===== src/rtl/ej1_input_conditioner_if.sv =====
// ej1_input_conditioner_if
//   Raw request inputs and conditioned outputs of the I/S input conditioner.
//   master : drives the raw switch/button levels and consumes the conditioned
//            levels and strobes (board/testbench side).
//   slave  : the conditioner itself.
//   Signals:
//     i_raw, s_raw     raw asynchronous I / S requests
//     I, S             debounced, synchronized levels (feed the ej1b FSM)
//     i_pulse, s_pulse one-cycle strobes on accepted rising edges
interface ej1_input_conditioner_if;
  logic i_raw;
  logic s_raw;
  logic I;
  logic S;
  logic i_pulse;
  logic s_pulse;

  modport master (
    output i_raw, s_raw,
    input  I, S, i_pulse, s_pulse
  );

  modport slave (
    input  i_raw, s_raw,
    output I, S, i_pulse, s_pulse
  );
endinterface


===== src/rtl/ej1_input_conditioner.sv =====
// ej1_input_conditioner
//   Two independent, identical channels (lane 0 = I, lane 1 = S). Each lane
//   synchronizes its raw input through two flops, then debounces it with a
//   4-state FSM: a new level must be seen on DEBOUNCE_CYCLES consecutive
//   synchronized cycles before it is accepted. Raw level to output latency
//   is DEBOUNCE_CYCLES+2 rising edges.
//   Parameters:
//     DEBOUNCE_CYCLES  cycles a new level must hold (1..255)
//     CNT_W            debounce counter width, must hold DEBOUNCE_CYCLES-1
//   Ports:
//     clk    system clock, rising edge
//     reset  asynchronous, active-high
//     bus    slave side of ej1_input_conditioner_if
module ej1_input_conditioner #(
  parameter int DEBOUNCE_CYCLES = 4,
  parameter int CNT_W           = 8
) (
  input  logic                    clk,
  input  logic                    reset,
  ej1_input_conditioner_if.slave  bus
);

  localparam int NUM_LANES = 2;

  // Terminal count: the FSM spends one cycle entering the WAIT state, then
  // counts 0..DEBOUNCE_CYCLES-2 while the new level holds. With a single
  // cycle of debounce the WAIT states are bypassed entirely.
  localparam bit              ONE_CYCLE = (DEBOUNCE_CYCLES == 1);
  localparam logic [CNT_W-1:0] CNT_LAST =
    (DEBOUNCE_CYCLES >= 2) ? CNT_W'(DEBOUNCE_CYCLES - 2) : '0;

  typedef enum logic [1:0] {
    ST_LOW       = 2'd0,
    ST_RISE_WAIT = 2'd1,
    ST_HIGH      = 2'd2,
    ST_FALL_WAIT = 2'd3
  } lane_state_e;

  logic [NUM_LANES-1:0] raw;
  logic [NUM_LANES-1:0] lvl;
  logic [NUM_LANES-1:0] pulse;

  assign raw         = {bus.s_raw, bus.i_raw};
  assign bus.I       = lvl[0];
  assign bus.S       = lvl[1];
  assign bus.i_pulse = pulse[0];
  assign bus.s_pulse = pulse[1];

  for (genvar g = 0; g < NUM_LANES; g++) begin : g_lane
    logic              sync1;
    logic              sync2;
    lane_state_e       st;
    logic [CNT_W-1:0]  cnt;
    logic              pls;

    always_ff @(posedge clk or posedge reset) begin
      if (reset) begin
        sync1 <= 1'b0;
        sync2 <= 1'b0;
        st    <= ST_LOW;
        cnt   <= '0;
        pls   <= 1'b0;
      end else begin
        sync1 <= raw[g];
        sync2 <= sync1;
        pls   <= 1'b0;
        unique case (st)
          ST_LOW: begin
            if (sync2) begin
              cnt <= '0;
              if (ONE_CYCLE) begin
                st  <= ST_HIGH;
                pls <= 1'b1;
              end else begin
                st  <= ST_RISE_WAIT;
              end
            end
          end
          ST_RISE_WAIT: begin
            if (!sync2) begin
              st  <= ST_LOW;
              cnt <= '0;
            end else if (cnt == CNT_LAST) begin
              // Rising acceptance: the strobe lands in the first cycle the
              // level output reads 1.
              st  <= ST_HIGH;
              cnt <= '0;
              pls <= 1'b1;
            end else begin
              cnt <= cnt + CNT_W'(1);
            end
          end
          ST_HIGH: begin
            if (!sync2) begin
              cnt <= '0;
              st  <= ONE_CYCLE ? ST_LOW : ST_FALL_WAIT;
            end
          end
          ST_FALL_WAIT: begin
            // Returning to HIGH after a low glitch is not a new rising edge,
            // so no strobe on that path.
            if (sync2) begin
              st  <= ST_HIGH;
              cnt <= '0;
            end else if (cnt == CNT_LAST) begin
              st  <= ST_LOW;
              cnt <= '0;
            end else begin
              cnt <= cnt + CNT_W'(1);
            end
          end
          default: begin
            st  <= ST_LOW;
            cnt <= '0;
          end
        endcase
      end
    end

    // Level is a pure decode of registered state: no path from the raw pin.
    assign lvl[g]   = (st == ST_HIGH) || (st == ST_FALL_WAIT);
    assign pulse[g] = pls;
  end

endmodule


===== src/flat_wrapper.sv =====
// flat-port wrapper written by rule: the top's interface ports become plain ports
module ej1_input_conditioner_flat 
#(
  parameter int DEBOUNCE_CYCLES = 4,
  parameter int CNT_W           = 8
)
  (clk, reset, bus_i_raw, bus_s_raw, bus_I, bus_S, bus_i_pulse, bus_s_pulse);
  ej1_input_conditioner_if bus_i ();
  input  logic clk;
  input  logic reset;
  input wire logic [$bits(bus_i.i_raw)-1:0] bus_i_raw;
  input wire logic [$bits(bus_i.s_raw)-1:0] bus_s_raw;
  output wire logic [$bits(bus_i.I)-1:0] bus_I;
  output wire logic [$bits(bus_i.S)-1:0] bus_S;
  output wire logic [$bits(bus_i.i_pulse)-1:0] bus_i_pulse;
  output wire logic [$bits(bus_i.s_pulse)-1:0] bus_s_pulse;
  assign bus_i.i_raw = bus_i_raw;
  assign bus_i.s_raw = bus_s_raw;
  assign bus_I = bus_i.I;
  assign bus_S = bus_i.S;
  assign bus_i_pulse = bus_i.i_pulse;
  assign bus_s_pulse = bus_i.s_pulse;
  ej1_input_conditioner #(.DEBOUNCE_CYCLES(DEBOUNCE_CYCLES), .CNT_W(CNT_W)) u_core (.clk(clk), .reset(reset), .bus(bus_i));
endmodule

===== config.mk =====
export PLATFORM = sky130hd
export DESIGN_NAME = ej1_input_conditioner_flat
export DESIGN_NICKNAME = d
export VERILOG_FILES = /design/src/rtl/ej1_input_conditioner_if.sv /design/src/rtl/ej1_input_conditioner.sv /design/src/flat_wrapper.sv
export SDC_FILE = /design/constraint.sdc
export NUM_CORES = 1
export LEC_CHECK = 0
export CAP_MARGIN = 30
export CORE_MARGIN = 4
export CORE_UTILIZATION = 55
export CTS_CLUSTER_DIAMETER = 30
export DETAILED_ROUTE_END_ITERATION = 8
export DONT_BUFFER_PORTS = 1
export HOLD_SLACK_MARGIN = 0.03
export PLACE_DENSITY_LB_ADDON = 0.3
export SYNTH_ARGS = -nofsm -noshare
export SYNTH_HDL_FRONTEND = slang
export SYNTH_SLANG_ARGS = --single-unit
export TNS_END_PERCENT = 1

===== constraint.sdc =====
create_clock -name clk -period 3.3 [get_ports clk]
set_clock_uncertainty 0.05 [all_clocks]
set_input_delay 0.33 -clock clk [delete_from_list [all_inputs] [get_ports clk]]
set_output_delay 0.33 -clock clk [all_outputs]
set_load 0.01 [all_outputs]

-- After elaboration in Yosys (flattened, before gate mapping)
Cells that the tools add are included.
- flip-flop bits (word level): 26
- input bits: 4
- output and inout port bits: 4
- word-level logic and storage cells: 68
- add/subtract/negate cells: 2
- eq/ne operators: 16
- multiplexer cells: 32
- reduce and logical (&&, ||, !) cells: 8
- operators with widths (operator ; count):
    $mux 8 ; 10
    $pmux 8 s4 ; 2
    $mux 2 ; 12
    $add 8x1->8 const B ; 2
    $eq 8x2->1 const B ; 2
    $pmux 2 s4 ; 2
    $eq 2x2->1 const B ; 4
    $reduce_and 4->1 ; 2
    $mux 1 ; 6
    $ne 3x1->1 const B ; 2
    $ne 3x3->1 const B ; 2
    $eq 2x1->1 const B ; 2
    $logic_not 2->1 ; 2
    $ne 2x1->1 const B ; 2
    $ne 2x2->1 const B ; 2
    $reduce_and 2->1 ; 2
    $logic_or 1x1->1 ; 2

-- Longest topological paths before layout
Gate-level depths: netlist of run 1.
- depth in word-level cells: 4
- depth in mapped cells: 7

-- Worst setup path after synthesis of run 1
OpenSTA, ideal clock, no wires.
- kind: flip-flop to flip-flop
- start point: reg u_core.g_lane[0].cnt[0]
- end point: reg u_core.g_lane[0].cnt[7]
- setup time: 0.128 ns
- arrival time: 1.396 ns
- data required time: 3.122 ns
- setup slack: 1.726 ns
- cell stages (with the launch flop): 8
- path buffers: 1
- period minus slack after synthesis: 1.574 ns
- path through: dfrtp_1 inv_1 ha_1 nor3b_1 a211oi_2 buf_6 a41oi_1 a31oi_1
- longest elaborated chain between the ends: 4
- elaborated cells between the ends (all ways): 6
- those cells by class: add/sub (1); eq/ne (1); mux (4)
- ends and longest elaborated chain (element ; line ; text):
    start: declaration ; ej1_input_conditioner.sv:53 ; logic [CNT_W-1:0] cnt;
    start signal: assignment ; ej1_input_conditioner.sv:90 ; cnt <= cnt + CNT_W'(1);
    start signal: assignment ; ej1_input_conditioner.sv:109 ; cnt <= cnt + CNT_W'(1);
    $add 8x1->8 / $eq 8x2->1 (equally long branches) ; n/a ;
    $mux 8 (*) ; ej1_input_conditioner.sv:83, ej1_input_conditioner.sv:105 ;
    $mux 8, on equally long branches ; ej1_input_conditioner.sv:102, ej1_input_conditioner.sv:80 ;
    $pmux 8 s4 (*) ; ej1_input_conditioner.sv:67 ; unique case (st)
Mark *: on every way between the ends. The rest lies on a longest branch, timed or not.
A chain may end at the register's enable or synchronous reset.

-- Worst setup path in the final report of run 1
Same ends and word-level chain as after synthesis.

==> results.cfg, run 1 <==
[timing]
max_freq_ghz = 0.491
hold_slack_ns = 0.315
maxSlewViolCount = 0
finalSetupViolCount = 0
fin_ws_ns = 1.26
period_share = 0.617
period_minus_slack_ns = 2.04
slew_headroom = 0.564
rsz0062_at_grt = false
tightest_slew_ns = 0.653
hold_violations = 0
final.setup.tns_ns = 0

[worst_setup_path]
worstSetupPathType = reg2reg
cp.arrival_ns = 2.24
path_max_fanout = 11
startpoint_type = flop
ff2ff_path_depth = 6
critPathRequiredTime_ns = 3.50
end_kind = flop
worstReg2RegEnd = u_core.g_lane[0].cnt[7]
reg2reg_from = u_core.g_lane[0].cnt[0]
regToRegSetupSlack_ns = 1.26

[synthesis]
syn_inst = 119
synth-main-ff-cell = dfrtp_1
synth_enable_flop_cells = 0
yosysSeqAreaShare = 0.515
syn_area_per_cell_um2 = 10.6
synth_seq_cells = 26
synthAdderAreaFrac = 0.0396
synth.distinct_cells = 30
synth_compound_area_frac = 0.146
yosys.area_share.simple = 0.185
synth_xor_area_frac = 0.0347
async_flop_share = 1.00
synth.area.mux_share = 0.0337
yosysWarningCount = 0
synth_top_family_by_area = simple AND/OR/NAND/NOR gates
synth_nets = 127
synth_area_um2 = 1260

[power_and_ir_drop]
max-vdd-ir-drop_uv = 354
p_per_area_nw_per_um2 = 678
swShare = 0.388
power.leakage_nw = 0.584
power_frac_clock = 0.172
power.switching_mw = 0.358
power_frac_comb = 0.336
internal_power_mw = 0.564
seqPwrFrac = 0.492
fin_total_pwr_mw = 0.923

[route]
post_drt_via_cell_ratio = 5.82
firstDrtPassIters = 4
first_iter_violations = 7
finalWirelength_mm = 2.24
drtAntennaViolNets = 0
num_vias = 879
drc_errors = 0
post_drt_wl_per_cell_um = 14.8

[cells_and_area]
design_area_um2 = 1360
layout-drive-gt1-share = 0.0976
num-nets-final = 132
final_cells = 151
insertedDiodeCount = 0
area_delta_synth_final_pct = 7.73
final_util = 0.621
layout_commonest_cell = dfrtp_1
final_cell_mix = dfrtp_1, nand2_1, a31oi_1

[clock_tree]
post_cts_resized = 0
cts_max_level = 1
root_buffer = clkbuf_4
cts_buffers = 3
path_clk_slew_ns = 0.13
clock_sinks = 26
insertion_delay_ns = 0.32
cts_tree = done
ctsLongestPathBuffers = 2

[flow_run]
drv_cap = 0

[place]
dp_hpwl_mm = 1.66
dpl_worst_slack_ns = 1.30
placed_area_um2 = 1290
placed_cells = 144
gp_congestion = 0.855
io_buffers = 0

[floorplan]
start_util = 0.576
core_area_um2 = 2190
die_x_um = 55.9
ios = 8
rows = 17
die_area_um2 = 3130
die_h_um = 55.9

[hold_path]
hold_class = reg2reg
min-delay-start = u_core.g_lane[1].sync1
min_to = u_core.g_lane[1].sync2
holdPathStages = 0

[grt]
antenna_found_initial = 0
grt_max_degree = 21
grt_overflow_total = 0
grt_usage = 0.163
grt_pass1_wl_mm = 3.97
grt_pass1_vias = 954

[outcome]
status = finished, final reports clean
synth_stat cells, types with 2 or more instances:
cell type / number / area, um2
a21oi_1: 5 / 25.0
a31oi_1: 11 / 68.8
a41oi_1: 2 / 17.5
and3_1: 4 / 25.0
dfrtp_1: 26 / 651
ha_1: 4 / 50.1
inv_1: 7 / 26.3
mux2_2: 2 / 22.5
mux2i_1: 2 / 20.0
nand2_1: 17 / 63.8
nand2b_1: 3 / 18.8
nand3_1: 6 / 30.0
nor3b_1: 3 / 22.5
o21ai_0: 8 / 40.0
xnor2_1: 4 / 35.0
what timing repair did:
| action | 4_1_cts | 5_1_grt |
|---|---|---|
| hold buffers | 3 | 0 |
| hold endpoints to repair | 8 | 0 |
| setup buffers | 0 | 0 |
final cells by class:
class                   instances  area (um2)
repair buffers                  4        57.6
multi-input cells              82         554
flip-flops and latches         26         651
well taps                      28        35.0
fillers                       174         831
clock buffers                   4        36.3
inverters                       7        26.3
cells by family (layout without fill, tap and decap cells):
| logic type | after synthesis | count (layout) |
|---|---|---|
| adders and majority gates | 4 | 4 |
| and+or+nand+nor | 41 | 41 |
| buffers and inverters | 11 | 15 |
| AOI/OAI and AO/OA | 28 | 28 |
| xor gates and xnor gates | 5 | 5 |
| muxes | 4 | 4 |
| DFF | 26 | 26 |
flip-flops by register name, summed over array words and instances, names as in the netlist, named ones only:
signal / flops
u_core.g_lane.sync1: 2
u_core.g_lane.cnt: 16
u_core.g_lane.st: 2
u_core.g_lane.sync2: 2
u_core.bus.s_pulse: 1
u_core.bus.i_pulse: 1
metal layers:
layer	wire [um]	track usage
met4	88	0.108
met2	1140	0.294
met3	76	0.0302
met1	937	0.170
met5	0	0
how the worst max path moves through the flow:
stage / startpoint / endpoint / slack [ns] / cells after the start
3_5_place_dp: u_core.g_lane[0].cnt[0] / u_core.g_lane[0].cnt[7] / 1.30 / 6
4_1_cts: u_core.g_lane[0].cnt[0] / u_core.g_lane[0].cnt[7] / 1.28 / 6
2_1_floorplan: u_core.g_lane[0].cnt[0] / u_core.g_lane[0].cnt[7] / 1.73 / 7
5_1_grt: u_core.g_lane[0].cnt[0] / u_core.g_lane[0].cnt[7] / 1.15 / 6
6_report: u_core.g_lane[0].cnt[0] / u_core.g_lane[0].cnt[7] / 1.26 / 6
3_3_place_gp: u_core.g_lane[0].cnt[0] / u_core.g_lane[0].cnt[7] / 1.50 / 6
worst max-delay path, stage by stage, from the launching register on:
cell and delay, ns:
dfrtp_1 0.43, inv_1 0.06, ha_1 0.18, nor3b_1 0.17, a211oi_2 0.61, o21ai_0 0.24, a31oi_1 0.23
power groups by stage:
stage | Sequential [mW] | Clock (mW) | Combinational (mW)
finish | 0.454 | 0.159 | 0.310
global route | 0.469 | 0.179 | 0.354
floorplan | 0.437 | 0 | 0.272
CTS | 0.454 | 0.166 | 0.312
global placement | 0.456 | 0 | 0.287
detailed placement | 0.461 | 0 | 0.306
Power figures use the tool's default switching activity.
==> inputs of run 2 (changes only) <==
Clock period 3.3 ns to 1.7 ns, I/O delays scaled along.
==> run 2 against run 1 <==
  * Global-route usage fell by 1.4 points
  * Sequential share of layout area shrank 3.2 points
  * Total power up 110%
  * Register-to-register slack lost 1.2 ns
  * Non-clock buffer count is 11 higher
  * Clock-buffer cell count is the same
  * Setup slack got worse by 1.2 ns
  * Critical endpoint is now u_core.g_lane[1].cnt[6]
  * Largest cell class unchanged
==> results.cfg, run 2 (synthesis results as in run 1) <==
[worst_setup_path]
crit_chain = ha_2, nor4b_4, a211oi_4, buf_6, a41oi_2, a31oi_1
regToRegSetupSlack_ns = 0.08
worstSetupPathType = reg2reg
critPathMaxStageDelay_ns = 0.44
ff2ff_path_depth = 6
startpoint_type = flop
path_buf_inv = 1
path_max_fanout = 6
worstReg2RegEnd = u_core.g_lane[1].cnt[6]
reg2reg_from = u_core.g_lane[1].cnt[1]
cp_top_family = flip-flops
critPathRequiredTime_ns = 1.85
cp.arrival_ns = 1.77
cp_slowest_cell = dfrtp_1
end_kind = flop

[grt]
grt_pass1_vias = 896
grt_overflow_total = 0
grt_max_degree = 27
grt_usage = 0.149
grt_pass1_wl_mm = 3.75
antenna_found_initial = 0

[clock_tree]
ctsLongestPathBuffers = 2
root_buffer = clkbuf_4
clock_sinks = 26
cts_buffers = 3
cts_max_level = 1
insertion_delay_ns = 0.31
path_clk_slew_ns = 0.13
cts_tree = done

[timing]
finalSetupViolCount = 0
tightest_slew_ns = 0.473
slew_headroom = 0.683
maxSlewViolCount = 0
hold_violations = 0
period_minus_slack_ns = 1.62
period_share = 0.954
max_freq_ghz = 0.617

[place]
placed_area_um2 = 1330
gp_congestion = 0.817
io_buffers = 0
dp_hpwl_mm = 1.55

[route]
finalWirelength_mm = 2.22
first_iter_violations = 20
firstDrtPassIters = 4
post_drt_wl_per_cell_um = 13.7
num_vias = 925
post_drt_via_cell_ratio = 5.71
drtAntennaViolNets = 0
drc_errors = 0

[floorplan]
die_area_um2 = 3130
start_util = 0.576
die_x_um = 55.9
ios = 8
core_area_um2 = 2190
die_h_um = 55.9
rows = 17

[cells_and_area]
num-nets-final = 143
final_cell_mix = dfrtp_1, nand2_1, buf_4
layout-drive-gt1-share = 0.209
area_delta_synth_final_pct = 15.4
top_register = u_core.g_lane.cnt
n_fill_cell = 170
design_area_um2 = 1460
insertedDiodeCount = 0
largest_reg_flops = 16
layout_commonest_cell = dfrtp_1

[hold_path]
hold_class = in2async

[power_and_ir_drop]
fin_total_pwr_mw = 1.96
max-vdd-ir-drop_uv = 842
power.leakage_nw = 0.642
p_per_area_nw_per_um2 = 1350

[flow_run]
drv_cap = 0

[outcome]
status = finished, final reports clean
-- run 2: per-stage QoR --
stage	hold WS (ns)	util	cells	TNS [ns]	worst slack, ns
2_1_floorplan	0.151	-	119	0	0.126
3_3_place_gp	0.0841	0.605	151	0	0.00247
3_5_place_dp	0.0875	0.605	151	-0.275	-0.0998
4_1_cts	0.275	0.642	160	0	0.00662
5_1_grt	0.322	0.665	162	-0.0448	-0.0356
6_report	0.279	0.665	162	0	0.0787
-- run 2: repair_timing --
action	4_1_cts	5_1_grt
pin swaps	1	2
endpoints found under the setup margin	10	12
endpoints found under the hold margin	28	0
setup buffers	2	2
hold buffers	3	0
gates resized for setup	1	6
-- run 2: final cells by class --
type | count | area, um2 | area share
Clock buffer | 4 | 36.3 | 0.0249
Inverter | 7 | 26.3 | 0.0180
Multi-Input combinational cell | 82 | 584 | 0.401
Sequential cell | 26 | 651 | 0.447
Tap cell | 28 | 35.0 | 0.0241
Timing Repair Buffer | 15 | 124 | 0.0851
-- run 2: layer usage --
metal  GRT usage  wire length, um  up-vias
li1            -                -      457
met3      0.0255               71        2
met4      0.0610               14        0
met5           0                0        -
met2       0.279             1210       15
met1       0.165              917      451
-- run 2: power breakdown --
group	internal [mW]	switching (mW)
Combinational	0.370	0.439
Clock	0.131	0.173
Sequential	0.737	0.114
-- run 2: worst max path at each step --
stage / start / endpoint / slack [ns] / cells after the start
after floorplan: u_core.g_lane[0].cnt[0] / u_core.g_lane[0].cnt[7] / 0.13 / 7
after global placement: u_core.g_lane[0].cnt[0] / u_core.g_lane[0].cnt[7] / 0.002 / 6
after detailed placement: u_core.g_lane[0].cnt[0] / u_core.g_lane[0].cnt[7] / -0.1 / 6
after CTS: u_core.g_lane[1].cnt[1] / u_core.g_lane[1].cnt[6] / 0.007 / 5
after global routing: u_core.g_lane[1].cnt[1] / u_core.g_lane[1].cnt[6] / -0.04 / 6
final: u_core.g_lane[1].cnt[1] / u_core.g_lane[1].cnt[6] / 0.08 / 6
-- run 2: tightest hold or removal path: cells and delay by family --
kind,cells,cell delay [ns]
buffers and inverters,3,0.88
==> inputs of run 3 (changes only) <==
Clock period 1.7 ns to 1.5 ns, I/O delays scaled along.
==> run 3 against run 2 <==
  * The run now ends with setup timing left
  * Setup slack worse by 0.15 ns
  * Clock power rose by 16%
  * Final area is 8.1% higher
  * Sequential share of layout area decreased by 3.3 points
  * Die area did not move
  * Critical path type unchanged
==> results.cfg, run 3 (synthesis results as in run 1) <==
[outcome]
status = finished, violations left
violations = setup timing

[timing]
final.setup.tns_ns = -0.223
slew_headroom = 0.758
maxSlewViolCount = 0
hold_violations = 0
rsz0062_at_grt = true
tightest_slew_ns = 0.360
period_minus_slack_ns = 1.57
finalSetupViolCount = 8
max_freq_ghz = 0.636
period_share = 1.05
fin_ws_ns = -0.0717

[worst_setup_path]
worstSetupPathType = reg2reg
critPathRequiredTime_ns = 1.70
startpoint_type = flop
path_max_fanout = 11
cp.arrival_ns = 1.77
end_kind = flop

[clock_tree]
insertion_delay_ns = 0.32
cts_buffers = 3
cts_max_level = 1
ctsLongestPathBuffers = 2
path_clk_slew_ns = 0.14
root_buffer = clkbuf_4
cts_tree = done
clock_sinks = 26

[power_and_ir_drop]
swShare = 0.378
p_per_area_nw_per_um2 = 1560
power.switching_mw = 0.927
internal_power_mw = 1.53
power_frac_comb = 0.473
fin_total_pwr_mw = 2.45
max-vdd-ir-drop_uv = 830
power.leakage_nw = 0.701
seqPwrFrac = 0.383
power_frac_clock = 0.143

[floorplan]
core_area_um2 = 2190
start_util = 0.576
ios = 8
die_x_um = 55.9
die_area_um2 = 3130
rows = 17
die_h_um = 55.9

[route]
first_iter_violations = 24
drtAntennaViolNets = 0
finalWirelength_mm = 2.65
num_vias = 1008
post_drt_wl_per_cell_um = 15.3
firstDrtPassIters = 4
post_drt_via_cell_ratio = 5.83
drc_errors = 0

[grt]
grt_overflow_total = 0
grt_pass1_vias = 1067
antenna_found_initial = 0
grt_pass1_wl_mm = 4.55
grt_max_degree = 27
grt_usage = 0.184

[place]
io_buffers = 0
gp_congestion = 0.762
dpl_worst_slack_ns = -0.110
dp_hpwl_mm = 1.84
placed_cells = 164

[cells_and_area]
final_cell_mix = dfrtp_1, buf_4, nand2_1
area_delta_synth_final_pct = 24.7
num-nets-final = 154
insertedDiodeCount = 0
final_util = 0.718
layout-drive-gt1-share = 0.317
top_register = u_core.g_lane.cnt
layout_commonest_cell = dfrtp_1
final_cells = 173
largest_reg_flops = 16

[hold_path]
hold_class = in2async

[flow_run]
drv_cap = 0
[run 3: per-layer routing]
| metal | track usage | share of wire | routed length [um] |
|---|---|---|---|
| met5 | 0 | 0 | 0 |
| met4 | 0.0847 | 0.039 | 104 |
| met3 | 0.0302 | 0.029 | 77 |
| met2 | 0.346 | 0.54 | 1420 |
| met1 | 0.200 | 0.40 | 1050 |
[run 3: final timing paths]
| path | start | to | slack [ns] | cells after the start |
|---|---|---|---|---|
| setup / recovery | u_core.g_lane[0].cnt[0] | u_core.g_lane[0].cnt[7] | -0.07 | 7 |
| hold / removal | reset | u_core.g_lane[0].cnt[0] | 0.27 | 3 |
| setup reg to reg | u_core.g_lane[0].cnt[0] | u_core.g_lane[0].cnt[7] | -0.07 | 7 |
| hold reg to reg | u_core.g_lane[0].sync1 | u_core.g_lane[0].sync2 | 0.32 | 0 |
| max in group asynchronous | reset | u_core.g_lane[1].cnt[5] | 0.87 | 3 |
| min in group clk | u_core.g_lane[0].sync1 | u_core.g_lane[0].sync2 | 0.32 | 0 |
[run 3: stage by stage]
stage | hold WS, ns | instance area, um2
2_1_floorplan | 0.131 | 1270
5_1_grt | 0.296 | 1570
6_report | 0.269 | 1570
3_5_place_dp | 0.0648 | 1430
4_1_cts | 0.263 | 1530
3_3_place_gp | 0.0654 | 1430
[run 3: cell type report]
cell class / count / area, um2
clock buffer: 4 / 36.3
fill: 161 / 617
inverter: 7 / 31.3
multi-input combinational: 82 / 607
sequential: 26 / 651
tap: 28 / 35.0
timing repair buffer: 26 / 214
[run 3: critical path: stages (launching register included)]
cell      delay (ns)
dfrtp_1         0.38
inv_1           0.06
ha_2            0.18
nor3b_4         0.15
a211oi_2        0.22
buf_6           0.18
a41oi_2         0.13
a31oi_1         0.16
[run 3: power by group through the flow]
stage,logic (mW),clock network [mW],registers (mW)
final,1.16,0.352,0.941
after global routing,1.29,0.389,0.959
after CTS,1.05,0.359,0.940
after detailed placement,0.957,0,0.946
after global placement,0.909,0,0.937
after floorplan,0.602,0,0.963
[run 3: what timing repair did]
| action | 4_1_cts | 5_1_grt |
|---|---|---|
| cloned | 0 | 0 |
| buffers inserted | 2 | 0 |
| endpoints found under the hold margin | 28 | 0 |
| gates resized for setup | 10 | 14 |
| hold buffers | 3 | 0 |
| pin swaps | 2 | 6 |
| setup endpoints to repair | 17 | 19 |
